$ cat config.mk
export PLATFORM = sky130hd
export DESIGN_NAME = sr_ff_bank
export DESIGN_NICKNAME = d
export VERILOG_FILES = /design/src/rtl/sr_bank_pkg.sv /design/src/rtl/sr_in_cond.sv /design/src/rtl/sr_ff_bank.sv
export SDC_FILE = /design/constraint.sdc
export NUM_CORES = 1
export LEC_CHECK = 0
export CAP_MARGIN = 20
export CORE_UTILIZATION = 51
export CTS_BUF_LIST = sky130_fd_sc_hd__clkbuf_2 sky130_fd_sc_hd__clkbuf_4 sky130_fd_sc_hd__clkbuf_8
export CTS_CLUSTER_SIZE = 12
export DETAILED_ROUTE_END_ITERATION = 6
export MAX_ROUTING_LAYER = met4
export PLACE_DENSITY = 0.95
export SLEW_MARGIN = 20
export SYNTH_ARGS = -nofsm -noshare
export SYNTH_HDL_FRONTEND = slang
export SYNTH_HIERARCHICAL = 1
export SYNTH_SLANG_ARGS = --single-unit
export TNS_END_PERCENT = 1
$ cat constraint.sdc
create_clock -name clk -period 2.4 [get_ports clk]
set_input_delay 0.36 -clock clk [delete_from_list [all_inputs] [get_ports clk]]
set_output_delay 0.36 -clock clk [all_outputs]
set_load 0.02 [all_outputs]
$ cat src/rtl/sr_bank_pkg.sv
// Shared constants and the collision-resolution rule for the SR storage bank.
package sr_bank_pkg;

    localparam int MODE_RDOM   = 0;
    localparam int MODE_SDOM   = 1;
    localparam int MODE_TOGGLE = 2;
    localparam int MODE_HOLD   = 3;
    localparam int MAX_WIDTH   = 32;

    // Next value of one bit when set and reset are both active.
    function automatic logic resolve_both(input int mode, input logic cur);
        case (mode)
            MODE_RDOM:   return 1'b0;
            MODE_SDOM:   return 1'b1;
            MODE_TOGGLE: return ~cur;
            default:     return cur;
        endcase
    endfunction

endpackage

$ cat src/rtl/sr_in_cond.sv
// Per-bit input conditioning: optional synchroniser chain followed by an
// optional rising-edge detector that adds no extra cycle of latency.
module sr_in_cond #(
    parameter int WIDTH       = 8,
    parameter int SYNC_STAGES = 2,
    parameter int EDGE_MODE   = 0
) (
    input  logic             clk,
    input  logic             rst_n,
    input  logic [WIDTH-1:0] d,
    output logic [WIDTH-1:0] ev
);

    logic [WIDTH-1:0] sy;

    generate
        if (SYNC_STAGES == 0) begin : g_nosync
            assign sy = d;
        end else begin : g_sync
            logic [WIDTH-1:0] sync_q [SYNC_STAGES];
            logic [WIDTH-1:0] sync_d [SYNC_STAGES];

            always_comb begin
                sync_d[0] = d;
                for (int k = 1; k < SYNC_STAGES; k++) begin
                    sync_d[k] = sync_q[k-1];
                end
            end

            always_ff @(posedge clk or negedge rst_n) begin
                if (!rst_n) begin
                    for (int k = 0; k < SYNC_STAGES; k++) begin
                        sync_q[k] <= '0;
                    end
                end else begin
                    for (int k = 0; k < SYNC_STAGES; k++) begin
                        sync_q[k] <= sync_d[k];
                    end
                end
            end

            assign sy = sync_q[SYNC_STAGES-1];
        end

        if (EDGE_MODE != 0) begin : g_edge
            logic [WIDTH-1:0] prev_q;
            logic [WIDTH-1:0] prev_d;

            always_comb prev_d = sy;

            always_ff @(posedge clk or negedge rst_n) begin
                if (!rst_n) begin
                    prev_q <= '0;
                end else begin
                    prev_q <= prev_d;
                end
            end

            // Reset history of 0 means a level held through reset release fires once.
            assign ev = sy & ~prev_q;
        end else begin : g_level
            assign ev = sy;
        end
    endgenerate

endmodule

$ cat src/rtl/sr_ff_bank.sv
// Bank of WIDTH independent clocked SR bits with selectable collision rule,
// input conditioning, per-channel conflict pulses and sticky error flags.
module sr_ff_bank
    import sr_bank_pkg::*;
#(
    parameter int               WIDTH       = 8,
    parameter int               MODE        = 0,
    parameter int               SYNC_STAGES = 2,
    parameter int               EDGE_MODE   = 0,
    parameter logic [WIDTH-1:0] RESET_VAL   = '0
) (
    input  logic             clk,
    input  logic             rst_n,
    input  logic [WIDTH-1:0] s,
    input  logic [WIDTH-1:0] r,
    input  logic             en,
    input  logic             clr,
    input  logic             err_clr,
    output logic [WIDTH-1:0] q,
    output logic [WIDTH-1:0] q_n,
    output logic [WIDTH-1:0] conflict,
    output logic [WIDTH-1:0] err_sticky,
    output logic             any_err
);

    generate
        if (MODE < MODE_RDOM || MODE > MODE_HOLD) begin : g_bad_mode
            $error("sr_ff_bank: MODE must be 0..3");
        end
        if (WIDTH < 1 || WIDTH > MAX_WIDTH) begin : g_bad_width
            $error("sr_ff_bank: WIDTH must be 1..32");
        end
        if (SYNC_STAGES < 0 || SYNC_STAGES > 3) begin : g_bad_sync
            $error("sr_ff_bank: SYNC_STAGES must be 0..3");
        end
        if (EDGE_MODE < 0 || EDGE_MODE > 1) begin : g_bad_edge
            $error("sr_ff_bank: EDGE_MODE must be 0 or 1");
        end
    endgenerate

    logic [WIDTH-1:0] s_ev;
    logic [WIDTH-1:0] r_ev;
    logic [WIDTH-1:0] collision;

    logic [WIDTH-1:0] q_q, q_d;
    logic [WIDTH-1:0] conflict_q, conflict_d;
    logic [WIDTH-1:0] err_sticky_q, err_sticky_d;

    sr_in_cond #(
        .WIDTH      (WIDTH),
        .SYNC_STAGES(SYNC_STAGES),
        .EDGE_MODE  (EDGE_MODE)
    ) u_s_cond (
        .clk  (clk),
        .rst_n(rst_n),
        .d    (s),
        .ev   (s_ev)
    );

    sr_in_cond #(
        .WIDTH      (WIDTH),
        .SYNC_STAGES(SYNC_STAGES),
        .EDGE_MODE  (EDGE_MODE)
    ) u_r_cond (
        .clk  (clk),
        .rst_n(rst_n),
        .d    (r),
        .ev   (r_ev)
    );

    always_comb begin
        collision = s_ev & r_ev & {WIDTH{en & ~clr}};
        q_d       = q_q;
        if (clr) begin
            q_d = RESET_VAL;
        end else if (en) begin
            for (int i = 0; i < WIDTH; i++) begin
                case ({s_ev[i], r_ev[i]})
                    2'b10:   q_d[i] = 1'b1;
                    2'b01:   q_d[i] = 1'b0;
                    2'b11:   q_d[i] = resolve_both(MODE, q_q[i]);
                    default: q_d[i] = q_q[i];
                endcase
            end
        end
        conflict_d   = collision;
        // A collision in the same cycle as err_clr keeps its bit set.
        err_sticky_d = (err_clr ? '0 : err_sticky_q) | collision;
    end

    always_ff @(posedge clk or negedge rst_n) begin
        if (!rst_n) begin
            q_q          <= RESET_VAL;
            conflict_q   <= '0;
            err_sticky_q <= '0;
        end else begin
            q_q          <= q_d;
            conflict_q   <= conflict_d;
            err_sticky_q <= err_sticky_d;
        end
    end

    assign q          = q_q;
    assign q_n        = ~q_q;
    assign conflict   = conflict_q;
    assign err_sticky = err_sticky_q;
    assign any_err    = |err_sticky_q;

endmodule

==> results.yml, run 1 <==
layout:
  layout_commonest_cell: "dfrtp_1"
  insertedDiodeCount: 0
  area_growth_pct: 35.7
  drive_gt1_frac: 0.0854
  final_cell_mix: "dfrtp_1, clkdlybuf4s50_1, inv_1"
  final_nets: 184
floorplanning:
  die_y_um: 60.3
  rows: 20
  initial_utilization: 0.555
  core_area_um2: 3130
  fp.dieW_um: 60.3
  pin_count: 54
  dieArea_um2: 3640
logic_synthesis:
  syn_nets: 126
  synth.distinct_cells: 12
  synth.avg_cell_area_um2: 16.5
  synth_area_um2: 1740
  syn_inst: 105
  yosys_warnings: 6
  synth_seq_cells: 56
  ys_seq_area_frac: 0.807
status:
  outcome: "finished, final reports clean"
clock_network:
  postCtsResizedCells: 0
  cts_setup_buffers: 0
  cts_hold_buf: 0
  htreeDepth: 2
  cts_buffers: 5
  cts_buffer_depth: 2
  cts.clk_slew.worst_paths_ns: 0.15
  root_buffer: "clkbuf_4"
  insertion_delay_ns: 0.37
  cts.sinks: 56
  cts_tree: "yes"
global_routing:
  antenna_found_initial: 0
  grt_pass1_vias: 1113
  grt_overflow_total: 0
  busiest_layer: "met2"
  grt_use_met3: 0.0789
  grt_first_pass_wirelength_mm: 5.34
  grtUsageTotal: 0.225
  grt_max_degree: 57
  gr-usage-met2: 0.355
  grt_util_met1: 0.262
place:
  place_ws_ns: 0.660
  routabilityCongestion: 0.831
  io_buffers: 53
  dp_hpwl_mm: 2.41
timing:
  setup_ws_ns: 0.254
  drv_slew: 0
  rsz0062_at_grt: "no"
  hold_viol: 0
  slew_headroom: 0.566
  tns_ns: 0
  fin_crit_sh: 0.894
  period_minus_slack_ns: 2.15
  worstMarginPinSlew_ns: 0.651
  fin_skew_ns: 0.0174
  fmax_mhz: 466
  finalSetupViolCount: 0
power_and_ir_drop:
  p_total_mw: 1.61
  leakagePower_nw: 1.07
  vdd_ir_drop_max_uv: 423
  p_per_area_nw_per_um2: 684
routing:
  wl_per_cell_um: 15.6
  vias: 1088
  firstDrtPassIters: 4
  drt_iter0_drc: 57
  drt_wl_total_mm: 3.25
  drc_errors: 0
  viasPerCell: 5.23
  ant_nets: 0
critical_path:
  critPathKind: "flop to output pin"
  startpoint_type: "flop"
  critPathLaunch: "err_sticky[6]"
  critPathRequiredTime_ns: 2.04
  critPathMaxFanout: 3
  critPathArrivalTime_ns: 1.79
  rr_worst_depth: 2
  critPathCaptureType: "output pin"
  worstReg2RegStart: "u_s_cond/ev[5]"
flow_run:
  cap_violations: 0
hold_path:
  hold_path.class: "primary input to asynchronous set/reset pin"
[power by group]
| part | switching [mW] | internal (mW) | total, mW |
|---|---|---|---|
| registers | 0.0296 | 0.989 | 1.02 |
| clock network | 0.264 | 0.141 | 0.404 |
| logic | 0.0937 | 0.0953 | 0.189 |
| total | 0.387 | 1.22 | 1.61 |
[sequential cells by signal (all words and copies together) (netlist names)]
signal                  count
u_s_cond/ev                 8
u_r_cond/ev                 8
conflict                    8
u_r_cond/g_sync.sync_d      8
u_s_cond/g_sync.sync_d      8
q                           8
err_sticky                  8
[path summary, 6_finish.rpt]
| kind | end | slack, ns |
|---|---|---|
| max | any_err | 0.25 |
| min | conflict[1] | 0.08 |
| max reg2reg | q[5] | 1.52 |
| min reg2reg | u_s_cond/ev[7] | 0.35 |
| max in group asynchronous | u_r_cond/ev[7] | 1.88 |
| min in group clk | u_s_cond/ev[7] | 0.35 |
[Yosys cell counts]
| cell | number | area (um2) |
|---|---|---|
| nor4_1 | 2 | 12.5 |
| a32o_1 | 6 | 60.1 |
| nand2_1 | 1 | 3.75 |
| dfrtp_1 | 56 | 1400 |
| nor2b_4 | 1 | 13.8 |
| buf_4 | 2 | 15.0 |
| a32o_2 | 2 | 22.5 |
| and3_1 | 8 | 50.1 |
| a211oi_1 | 8 | 60.1 |
| inv_1 | 9 | 33.8 |
| buf_6 | 2 | 22.5 |
| a21oi_1 | 8 | 40.0 |
[layout make-up]
cell class	count	area [um2]
multi-input combinational	36	263
clock buffer	7	52.6
inverter	9	33.8
timing repair buffer	55	541
fill	177	773
tap	44	55.1
sequential	56	1400
clock inverter	1	8.76
[metrics by stage]
step	cell area, um2	hold WS [ns]	utilization	std cells
after CTS	2350	0.0879	0.753	208
after global placement	2290	0.332	0.733	200
after global routing	2350	0.123	0.753	208
final	2350	0.0837	0.753	208
after floorplan	1740	0.0644	-	105
after detailed placement	2290	0.335	0.733	200
[cells by family after synthesis]
group,after synthesis,synth area share
AOI/OAI and AO/OA,24,0.105
buffers and inverters,13,0.0411
DFF,56,0.807
and+or+nand+nor,12,0.0461
[worst max-delay path: stages (launching register included)]
cell and delay (ns):
dfrtp_1 0.44, nor4_1 0.34, nand2_1 0.10, clkdlybuf4s50_1 0.55
[layer usage]
metal | wire, um | vias to the layer above
met5 | 0 | -
met4 | 51 | 0
met3 | 262 | 4
met2 | 1740 | 57
met1 | 1200 | 546
li1 | - | 481
Note: power is estimated with default switching activity, not from simulation.
==> run 2: changes to the inputs <==
--- a/config.mk
+++ b/config.mk
@@ -5,13 +5,16 @@
 export SDC_FILE = /design/constraint.sdc
 export NUM_CORES = 1
 export LEC_CHECK = 0
+export ABC_AREA = 1
 export CAP_MARGIN = 20
-export CORE_UTILIZATION = 51
+export CORE_UTILIZATION = 52
 export CTS_BUF_LIST = sky130_fd_sc_hd__clkbuf_2 sky130_fd_sc_hd__clkbuf_4 sky130_fd_sc_hd__clkbuf_8
 export CTS_CLUSTER_SIZE = 12
 export DETAILED_ROUTE_END_ITERATION = 6
+export GPL_TIMING_DRIVEN = 0
 export MAX_ROUTING_LAYER = met4
 export PLACE_DENSITY = 0.95
+export REMOVE_ABC_BUFFERS = 1
 export SLEW_MARGIN = 20
 export SYNTH_ARGS = -nofsm -noshare
 export SYNTH_HDL_FRONTEND = slang
==> run 2 against run 1 <==
Combinational power grew 37%. Routed wire length shrank 2.9%. First-iteration DRC count shrank 56%. Maximum frequency grew 6.7%. Die area grew 6.5%. Synthesized cell count grew 34%. Clock power is essentially flat. Global-route usage shrank 2.5 points. Worst setup slack gained 0.13 ns. Register-to-register slack gained 0.12 ns. Core utilization shrank 2.0 points.
==> results.yml, run 2 <==
timing:
  fmax_mhz: 497
  hold_viol: 0
  worstMarginPinSlew_ns: 0.856
  setup_ws_ns: 0.389
  fin_crit_sh: 0.838
  slew_headroom: 0.427
  period_minus_slack_ns: 2.01
  rsz0062_at_grt: "no"
  drv_slew: 0
  finalSetupViolCount: 0
  fin_skew_ns: 0.0144
floorplanning:
  die_y_um: 62.3
  pin_count: 54
  rows: 21
  initial_utilization: 0.553
  fp.dieW_um: 62.3
  dieArea_um2: 3880
  core_area_um2: 3420
logic_synthesis:
  synth_edf_count: 0
  ys_seq_area_frac: 0.742
  synthArstFlopShare: 1.00
  yosys.area.top_type: "dfrtp_1"
  ys_top_cells_by_count: "dfrtp_1, nor2_1, inv_1"
  yosys.area_share.simple: 0.102
  synthMuxAreaShare: 0
  synth_area_um2: 1890
  yosysMostFrequentCell: "dfrtp_1"
  ys.flop_type: "dfrtp_1"
  synth.distinct_cells: 18
  synth_fa_ha_area_frac: 0
  synth_seq_cells: 56
  synth.avg_cell_area_um2: 13.4
  synth.area.top_cells: "dfrtp_1, a21oi_2, nor2_1, inv_1, nor2_2"
  synthXorXnorAreaFrac: 0
  syn_inst: 141
  synth_top_area_frac: 0.742
  synth-compound-area-share: 0.0915
  synth_top_family_by_area: "simple AND/OR/NAND/NOR gates"
  yosys_warnings: 6
clock_network:
  htreeDepth: 2
  root_buffer: "clkbuf_4"
  cts_tree: "yes"
  postCtsResizedCells: 0
  cts_buffer_depth: 2
  insertion_delay_ns: 0.38
  cts.sinks: 56
  cts_setup_buffers: 0
  cts_buffers: 5
  cts.clk_slew.worst_paths_ns: 0.15
place:
  routabilityCongestion: 0.753
  dp_hpwl_mm: 2.31
  place_ws_ns: 0.468
  dpl-instance-area_um2: 2430
  io_buffers: 53
critical_path:
  worstReg2RegStart: "u_r_cond/ev[5]"
  startpoint_type: "flop"
  critPathCaptureType: "output pin"
  ff2ff_setup_slack_ns: 1.64
  critPathMaxFanout: 2
  rr_worst_depth: 3
  critPathKind: "flop to output pin"
  critPathRequiredTime_ns: 2.04
  critPathArrivalTime_ns: 1.65
  r2r_end: "q[5]"
routing:
  vias: 1163
  drt_wl_total_mm: 3.16
  drc_errors: 0
  drt_iter0_drc: 25
  wl_per_cell_um: 12.9
  ant_nets: 0
  firstDrtPassIters: 4
  viasPerCell: 4.75
hold_path:
  holdCritStartpoint: "u_r_cond/g_sync.sync_d[0]"
  min_path_cells: 0
  hold_path.class: "flop to flop"
  min_to: "u_r_cond/ev[0]"
global_routing:
  grt_max_degree: 30
  grt_first_pass_wirelength_mm: 5.60
  grt_pass1_vias: 1299
  grtUsageTotal: 0.200
  antenna_found_initial: 0
  grt_overflow_total: 0
power_and_ir_drop:
  vdd_ir_drop_max_uv: 603
  leakagePower_nw: 1.11
  p_per_area_nw_per_um2: 671
  p_total_mw: 1.68
layout:
  drive_gt1_frac: 0.156
  layout_commonest_cell: "dfrtp_1"
  final_cell_mix: "dfrtp_1, clkdlybuf4s50_1, nor2_1"
  final_area_um2: 2500
  fillCellCount: 222
  final_nets: 219
  insertedDiodeCount: 0
  area_growth_pct: 32.6
flow_run:
  cap_violations: 0
status:
  outcome: "finished, final reports clean"
run 2: worst max-delay path: stages, from the launching register on:
cell,delay [ns]
dfrtp_1,0.41
inv_1,0.07
nand2_1,0.06
nor2_1,0.13
nand3_1,0.08
clkdlybuf4s50_1,0.54
run 2: metrics by stage:
step	TNS [ns]	utilization	hold WS (ns)	cells
after floorplan	0	-	0.0644	136
after global placement	-26.43	0.708	0.331	235
after detailed placement	0	0.712	0.335	236
after CTS	0	0.733	0.367	245
after global routing	0	0.733	0.358	245
final	0	0.733	0.366	245
run 2: cell type report:
cell class	instances	area (um2)	share of cell area
tap	46	57.6	0.0230
clock inverter	3	22.5	0.00900
timing repair buffer	55	556	0.222
inverter	17	63.8	0.0255
multi-input combinational	63	365	0.146
clock buffer	5	37.5	0.0150
sequential	56	1400	0.560
run 2: power breakdown:
part	switching, mW	total (mW)	internal [mW]
Combinational	0.138	0.259	0.120
Sequential	0.0246	1.02	0.993
Clock	0.285	0.404	0.119
Total	0.448	1.68	1.23
run 2: how the worst max path moves through the flow:
stage	cells after the start	from	to	slack (ns)
final	5	err_sticky[0]	any_err	0.39
after global placement	1	rst_n	conflict[0]	-0.47
after floorplan	2	err_sticky[6]	any_err	1.19
after global routing	5	err_sticky[1]	any_err	0.27
after detailed placement	4	clr	err_sticky[3]	0.47
after CTS	5	err_sticky[1]	any_err	0.37
run 2: layer usage:
metal	wire length, um	GRT usage	part of all wire	vias up
met5	0	-	0	-
met4	52	0.0930	0.016	0
met3	200	0.0735	0.063	6
met2	1540	0.301	0.49	42
met1	1370	0.242	0.43	558
li1	-	-	-	557
run 2: what timing repair did:
item,in CTS,in global routing
hold buffers,1,0
hold endpoints to repair,27,0
endpoints found under the setup margin,0,0
run 2: logic make-up after synthesis:
kind of cell / Yosys count
compound gates: 24
simple gates: 39
buf+inv: 22
flops: 56
==> run 3: changes to the inputs <==
--- a/config.mk
+++ b/config.mk
@@ -7,13 +7,13 @@
 export LEC_CHECK = 0
 export ABC_AREA = 1
 export CAP_MARGIN = 20
-export CORE_UTILIZATION = 52
+export CORE_UTILIZATION = 48
 export CTS_BUF_LIST = sky130_fd_sc_hd__clkbuf_2 sky130_fd_sc_hd__clkbuf_4 sky130_fd_sc_hd__clkbuf_8
 export CTS_CLUSTER_SIZE = 12
 export DETAILED_ROUTE_END_ITERATION = 6
 export GPL_TIMING_DRIVEN = 0
 export MAX_ROUTING_LAYER = met4
-export PLACE_DENSITY = 0.95
+export PLACE_DENSITY = 0.91
 export REMOVE_ABC_BUFFERS = 1
 export SLEW_MARGIN = 20
 export SYNTH_ARGS = -nofsm -noshare
==> constraint.sdc (replaced) <==
create_clock -name clk -period 2.1 [get_ports clk]
set_input_delay 0.315 -clock clk [delete_from_list [all_inputs] [get_ports clk]]
set_output_delay 0.315 -clock clk [all_outputs]
set_load 0.02 [all_outputs]
==> run 3 against run 2 <==
Sequential share of layout area fell by 1.6 points. Critical path depth down 2. Worst setup slack got worse by 0.14 ns. Clock power grew 92%. Combinational power grew 14%. Routed wire length rose by 0.92%. Count of clock-buffer cells in the layout unchanged. Final area grew 2.8%. Non-clock buffer count unchanged. Total power is 33% higher. Die area rose by 8.1%. Register-to-register slack worse by 0.28 ns. Critical path type unchanged. Critical endpoint unchanged. Largest cell class unchanged. Largest power group unchanged.
==> results.yml, run 3 (synthesis results as in run 2) <==
critical_path:
  worstReg2RegStart: "u_s_cond/ev[4]"
  r2r_end: "err_sticky[4]"
  critPathKind: "flop to output pin"
  critPathRequiredTime_ns: 1.78
  rr_worst_depth: 2
  startpoint_type: "flop"
  critPathMaxFanout: 3
  ff2ff_setup_slack_ns: 1.36
  critPathArrivalTime_ns: 1.53
  critPathCaptureType: "output pin"
floorplanning:
  pin_count: 54
  fp.dieW_um: 64.7
  dieArea_um2: 4190
  die_y_um: 64.7
  rows: 22
  core_area_um2: 3720
  initial_utilization: 0.508
global_routing:
  grtUsageTotal: 0.181
  grt_overflow_total: 0
  antenna_found_initial: 0
  grt_first_pass_wirelength_mm: 5.38
  grt_pass1_vias: 1171
  grt_max_degree: 34
power_and_ir_drop:
  vdd_ir_drop_max_uv: 653
  p_seq_frac: 0.521
  p_per_area_nw_per_um2: 867
  p_sw_frac: 0.220
  pwr-share-clk: 0.347
  leakagePower_nw: 1.14
  p_total_mw: 2.23
  power_frac_comb: 0.132
  power_switching_mw: 0.491
  internal_power_mw: 1.74
timing:
  slew_headroom: 0.398
  period_minus_slack_ns: 1.85
  fin_crit_sh: 0.879
  fin_skew_ns: 0.00539
  fmax_mhz: 542
  rsz0062_at_grt: "no"
  finalSetupViolCount: 0
  holdWs_ns: 0.354
  tns_ns: 0
  worstMarginPinSlew_ns: 0.901
  drv_slew: 0
  hold_viol: 0
layout:
  drive_gt1_frac: 0.152
  insertedDiodeCount: 0
  final_nets: 219
  final_area_um2: 2570
  layout_commonest_cell: "dfrtp_1"
  area_growth_pct: 36.4
  fillCellCount: 267
  fin_cells: 246
  final_cell_mix: "dfrtp_1, clkdlybuf4s50_1, nor2_1"
clock_network:
  insertion_delay_ns: 0.29
  root_buffer: "clkbuf_8"
  htreeDepth: 2
  cts.clk_slew.worst_paths_ns: 0.09
  postCtsResizedCells: 0
  cts_buffers: 5
  cts_buffer_depth: 2
  cts.sinks: 56
  cts_tree: "yes"
routing:
  wl_per_cell_um: 13.0
  drt_wl_total_mm: 3.19
  firstDrtPassIters: 4
  viasPerCell: 4.71
  drt_iter0_drc: 26
  ant_nets: 0
  vias: 1159
  drc_errors: 0
place:
  routabilityCongestion: 0.722
  dp_hpwl_mm: 2.22
  dpl-instance-area_um2: 2440
  io_buffers: 53
  placedCellCount: 238
flow_run:
  cap_violations: 0
status:
  outcome: "finished, final reports clean"
hold_path:
  hold_path.class: "flop to flop"
  min_to: "u_s_cond/ev[1]"
  holdCritStartpoint: "u_s_cond/g_sync.sync_d[1]"
  min_path_cells: 0
==> run 3: cell types whose count changed in the layout (fill, tap and decap cells not counted) <==
| cell | previous run | this run |
|---|---|---|
| clkbuf_4 | 5 | 0 |
| clkbuf_8 | 0 | 5 |
| bufinv_16 | 0 | 2 |
| clkinv_2 | 1 | 0 |
| clkinv_4 | 1 | 0 |
| inv_6 | 1 | 0 |
==> run 3: metrics by stage <==
stage | setup WS [ns] | util
after detailed placement | 0.172 | 0.656
after global placement | -0.739 | 0.652
after floorplan | 0.934 | -
after global routing | 0.128 | 0.693
after CTS | 0.248 | 0.693
final | 0.254 | 0.693
==> run 3: repair_timing <==
item | CTS | global route
hold endpoints to repair | 23 | 0
hold buffers | 1 | 0
setup buffers | 0 | 0
==> run 3: worst max-delay path by stage <==
stage                    endpoint          start  cells past startpoint
global route              any_err  err_sticky[1]                      5
finish                    any_err  err_sticky[6]                      3
floorplan                 any_err  err_sticky[6]                      2
global placement    err_sticky[1]          rst_n                      1
detailed placement  err_sticky[2]            clr                      4
CTS                       any_err  err_sticky[0]                      5
==> run 3: area by class of cell <==
cell class	instances	area, um2	share of cell area
Sequential cell	56	1400	0.544
Timing Repair Buffer	55	556	0.216
Multi-Input combinational cell	63	365	0.142
Clock buffer	5	68.8	0.0267
Inverter	17	63.8	0.0248
Clock inverter	2	60.1	0.0233
Tap cell	48	60.1	0.0233
==> run 3: power by group through the flow <==
| stage | sequential (mW) | clock [mW] | combinational [mW] |
|---|---|---|---|
| detailed placement | 1.18 | 0 | 0.295 |
| finish | 1.16 | 0.774 | 0.295 |
| floorplan | 1.21 | 0 | 0.0905 |
| global placement | 1.18 | 0 | 0.285 |
| global route | 1.17 | 0.834 | 0.321 |
| CTS | 1.16 | 0.784 | 0.299 |
==> run 3: critical path, cell delays in order (launching register included) <==
cell             delay [ns]
dfrtp_1                0.41
nor3_1                 0.20
nand3_1                0.09
clkdlybuf4s50_1        0.54
==> run 3: layer usage <==
metal / vias up / part of all wire / global-route usage
met1: 556 / 0.44 / 0.219
met5: - / 0 / -
met3: 2 / 0.051 / 0.0546
met4: 0 / 0.0038 / 0.0417
li1: 554 / - / -
met2: 47 / 0.51 / 0.298
